## config.mk

```make
export PLATFORM = sky130hd
export DESIGN_NAME = demux_1x4_tdm
export DESIGN_NICKNAME = d
export VERILOG_FILES = /design/src/rtl/demux_1x4_tdm.sv
export SDC_FILE = /design/constraint.sdc
export NUM_CORES = 1
export LEC_CHECK = 0
export ABC_AREA = 1
export BUFFER_PORTS_ARGS = -buffer_cell sky130_fd_sc_hd__clkbuf_2
export CAP_MARGIN = 20
export CORE_ASPECT_RATIO = 2
export CORE_MARGIN = 4
export CORE_UTILIZATION = 48
export CTS_CLUSTER_DIAMETER = 50
export DETAILED_ROUTE_END_ITERATION = 10
export PLACE_DENSITY = 0.76
export SLEW_MARGIN = 40
export SYNTH_ARGS = -nofsm -noshare
export SYNTH_HDL_FRONTEND = slang
export SYNTH_SLANG_ARGS = --single-unit
export TNS_END_PERCENT = 5
```

## constraint.sdc

```tcl
create_clock -name clk -period 5.2 [get_ports clk]
set_clock_uncertainty 0.15 [all_clocks]
set_input_delay 0.52 -clock clk [delete_from_list [all_inputs] [get_ports clk]]
set_output_delay 0.52 -clock clk [all_outputs]
set_load 0.05 [all_outputs]
```

## src/rtl/demux_1x4_tdm.sv

```systemverilog
// demux_1x4_tdm
// Receive end of the lane-select TDM path. Samples arriving on a single
// framed stream are collected slot by slot and published together as one
// registered parallel word once a full frame has arrived.
//
// State table:
//   HUNT    | no frame in progress; waiting for a valid sof
//   COLLECT | frame in progress; slot holds the next slot index (1..LANES-1)
//
// Ports:
//   clk       - rising-edge clock
//   rst       - asynchronous active-high reset
//   din       - W-bit slot sample
//   in_valid  - qualifies din/sof; nothing advances while low
//   sof       - start of frame, marks din as slot 0
//   q         - parallel frame, lane k at q[k*W +: W]
//   out_valid - one-cycle pulse when q first shows a new frame
//   frame_err - one-cycle pulse on an early sof (truncated frame)
//   slot      - next slot index expected (monitor)
module demux_1x4_tdm #(
  parameter int LANES = 4,
  parameter int W     = 8
) (
  input  logic                     clk,
  input  logic                     rst,
  input  logic [W-1:0]             din,
  input  logic                     in_valid,
  input  logic                     sof,
  output logic [LANES*W-1:0]       q,
  output logic                     out_valid,
  output logic                     frame_err,
  output logic [$clog2(LANES)-1:0] slot
);

  localparam int SW = $clog2(LANES);
  localparam logic [SW-1:0] LAST = SW'(LANES - 1);

  typedef enum logic {
    HUNT    = 1'b0,
    COLLECT = 1'b1
  } state_t;

  state_t state, state_n;
  logic [SW-1:0] slot_n;
  logic          wr_en;
  logic [SW-1:0] wr_idx;
  logic          commit;
  logic          err;

  // The last lane is never stored: at commit it is taken straight from din.
  logic [(LANES-1)*W-1:0] shadow;

  always_comb begin
    state_n = state;
    slot_n  = slot;
    wr_en   = 1'b0;
    wr_idx  = slot;
    commit  = 1'b0;
    err     = 1'b0;
    if (in_valid) begin
      case (state)
        HUNT: begin
          if (sof) begin
            wr_en   = 1'b1;
            wr_idx  = '0;
            slot_n  = SW'(1);
            state_n = COLLECT;
          end
        end
        COLLECT: begin
          if (sof) begin
            // Early sof: drop the partial frame, restart on this sample.
            err    = 1'b1;
            wr_en  = 1'b1;
            wr_idx = '0;
            slot_n = SW'(1);
          end else if (slot == LAST) begin
            commit  = 1'b1;
            slot_n  = '0;
            state_n = HUNT;
          end else begin
            wr_en  = 1'b1;
            wr_idx = slot;
            slot_n = slot + SW'(1);
          end
        end
        default: begin
          state_n = HUNT;
          slot_n  = '0;
        end
      endcase
    end
  end

  always_ff @(posedge clk or posedge rst) begin
    if (rst) begin
      state <= HUNT;
      slot  <= '0;
    end else begin
      state <= state_n;
      slot  <= slot_n;
    end
  end

  always_ff @(posedge clk or posedge rst) begin
    if (rst) begin
      shadow <= '0;
    end else if (wr_en) begin
      for (int k = 0; k < LANES - 1; k++) begin
        if (wr_idx == SW'(k)) shadow[k*W +: W] <= din;
      end
    end
  end

  always_ff @(posedge clk or posedge rst) begin
    if (rst) begin
      q         <= '0;
      out_valid <= 1'b0;
      frame_err <= 1'b0;
    end else begin
      out_valid <= commit;
      frame_err <= err;
      if (commit) q <= {din, shadow};
    end
  end

endmodule

```

==> qor.csv <==
stage;metric;value;unit
synthesis;synth.avg_cell_area;9.138;sq um
cts;htree_levels;3;
route;drtPass1Iterations;4;
synthesis;synth.distinct_cells;20;
worst_hold_path;hp-class;input pin to asynchronous set/reset pin;
global_routing;use_met3;5.018;%
setup_path;worstPathMaxFanout;11;
die;core_area;0.004865;sq mm
route;drtAntennaViolNets;0;
setup_path;cp_cell_sequence;ha_1 -> inv_1 -> nand3_1 -> nand2_2 -> nand2_2 -> nand2_1 -> nand2_1;
global_routing;antenna_found_initial;0;
sta;rsz0062_at_grt;false;
pwr;ir_drop;0.4295;mV
cts;root_buffer;clkbuf_8;
cts;clkTransAtPathRegs;0.06;ns
global_routing;grt-ovfl-total;0;
sta;fin_tns_setup;0;ns
route;num_vias;1854;
sta;finalHoldViolCount;0;
die;io_pins;48;
setup_path;cp-start-kind;flip-flop;
setup_path;crit_type;flip-flop to flip-flop;
route;drtIter0Drc;77;
route;routed_wl;4.935;mm
setup_path;required;5.27;ns
synthesis;synth-warning-count;0;
cts;cts_resized;0;
global_routing;first_global_vias;1863;
die;dieArea;0.006293;sq mm
finish;antennaDiodeCount;0;
cts;clock_latency;0.33;ns
pwr;power_density;663.7;mW/mm^2
global_routing;grt_start_max_net_pins;62;
die;fp.dieW;58.13;um
sta;min_period_over_period;38.57;%
cts;postCtsSetupBuffers;0;
cts;clock_path_buffers;2;
setup_path;critical-path-slowest-cell;dfrtp_1;
finish;drive_gt1_share;23.44;%
synthesis;syn_inst;264;
sta;setup_viol;0;
setup_path;arrival;2.07;ns
synthesis;ys_ff_latch;61;
die;std_cell_rows;36;
global_routing;grt_use_total;17.72;%
sta;hold_slack;0.2385;ns
finish;nNetsFinal;330;
setup_path;endpoint_kind;flip-flop;
outcome;status;complete, no violations;
sta;report.final.slew_viol_count;0;
global_routing;use_met2;29.45;%
placement;dp_slack;3.163;ns
sta;tightest_slew;0.7577;ns
cts;cts.sinks;61;
pwr;leakage;1.656;nW
cts;cts_tree;yes;
setup_path;max_stage_delay;0.45;ns
sta;finalWorstSetupSlack;3.195;ns
sta;slew_headroom;49.48;%
sta;fmax;498.7;MHz
finish;final_common_cell;nand2_1;
cts;cts_buffers;9;
placement;io_buffer_count;47;
job;maxCapViolations;0;
sta;fin_crit;2.005;ns
die;start_util;49.59;%
route;wl_per_cell;13.09;um
synthesis;synth_nets;277;
route;drc;0;
synthesis;ys_seq_area_share;63.28;%
synthesis;netlist_area;0.002412;sq mm
finish;area_delta_synth_final;18.41;%
cts;cts_hold_buf;0;
route;via_per_inst;4.918;
die;fp.dieH;108.3;um
placement;hpwl;3.476;mm
placement;routabilityCongestion;0.7770;
global_routing;grt_pass1_wl;8.349;mm
finish;final_cell_mix;nand2_1 (148), dfrtp_1 (61), clkbuf_2 (47), nand3_1 (17), clkbuf_8 (11);
global_routing;use_met1;20.53;%
global_routing;grt.busiest_layer;met2;
report_power, final:
group | leakage, nW | internal [mW] | switching, mW
Clock | 0.0881 | 0.192 | 0.161
Sequential | 0.789 | 0.669 | 0.105
Combinational | 0.779 | 0.168 | 0.600
Total | 1.66 | 1.03 | 0.866
per-layer routing:
| metal | routed length (um) | up-vias | part of all wire, % |
|---|---|---|---|
| met2 | 2610 | 36 | 53 |
| met5 | 0 | - | 0 |
| met4 | 110 | 0 | 2.2 |
| met1 | 1985 | 873 | 40 |
| met3 | 228 | 9 | 4.6 |
| li1 | - | 936 | - |
stage by stage:
step           instances  utilization (%)  total power, mW  cell area [sq um]
4_1_cts              377            58.72            1.918               2856
6_report             377            58.72            1.896               2856
5_1_grt              377            58.72            2.013               2856
3_3_place_gp         363            55.32            1.542               2691
2_1_floorplan        264                -            1.370               2412
3_5_place_dp         363            55.32            1.560               2691
kinds of logic (layout without fill, tap and decap cells):
kind of cell    Yosys count  in the layout  synth area share (%)
simple gates            175            175                 30.24
flops                    61             61                 63.28
buf+inv                  14             70                 2.852
compound gates           13             13                 3.112
fa+ha+maj                 1              1                0.5186
path summary, 6_finish.rpt:
check | startpoint | end | slack, ns | depth (start not counted)
min | rst | q[18] | 0.24 | 3
max | slot[0] | shadow[6] | 3.19 | 7
min reg2reg | shadow[11] | q[11] | 0.32 | 2
max in group asynchronous | rst | out_valid | 4.17 | 3
max reg2reg | slot[0] | shadow[6] | 3.19 | 7
min in group clk | shadow[11] | q[11] | 0.32 | 2
cell usage after synthesis:
cell / instances / area (sq um)
nand2_1: 148 / 555.5
dfrtp_1: 61 / 1526
nand3_1: 17 / 85.08
o21ai_0: 9 / 45.04
inv_1: 6 / 22.52
nand2_2: 5 / 31.28
buf_4: 4 / 30.03
clkbuf_1: 2 / 7.510
a21oi_1: 1 / 5.000
a21oi_2: 1 / 8.760
buf_2: 1 / 5.000
ha_1: 1 / 12.51
inv_2: 1 / 3.750
nand3_2: 1 / 10.01
nand4_2: 1 / 12.51
nor2_1: 1 / 3.750
nor2_4: 1 / 11.26
nor2_8: 1 / 20.02
o211ai_1: 1 / 7.510
o21ai_2: 1 / 8.760
registers in the layout, indices dropped and copies added, names as in the netlist:
name       cells
slot           2
shadow        24
state          1
out_valid      1
frame_err      1
q             32
layout make-up:
| type | count | area [sq um] |
|---|---|---|
| Sequential cell | 61 | 1526 |
| Inverter | 7 | 26.28 |
| Fill cell | 486 | 2008 |
| Clock buffer | 12 | 155.1 |
| Clock inverter | 2 | 10.01 |
| Timing Repair Buffer | 49 | 250.2 |
| Tap cell | 57 | 71.32 |
| Multi-Input combinational cell | 189 | 817.0 |
critical path: cells and delay by family (launching register included):
| kind | cells | cell delay (ns) |
|---|---|---|
| AND/OR/NAND/NOR | 5 | 0.96 |
| flip-flops | 1 | 0.45 |
| adder cells (fa/ha/maj) | 1 | 0.26 |
| buffers and inverters | 1 | 0.08 |
(Power assumes the default switching activity.)
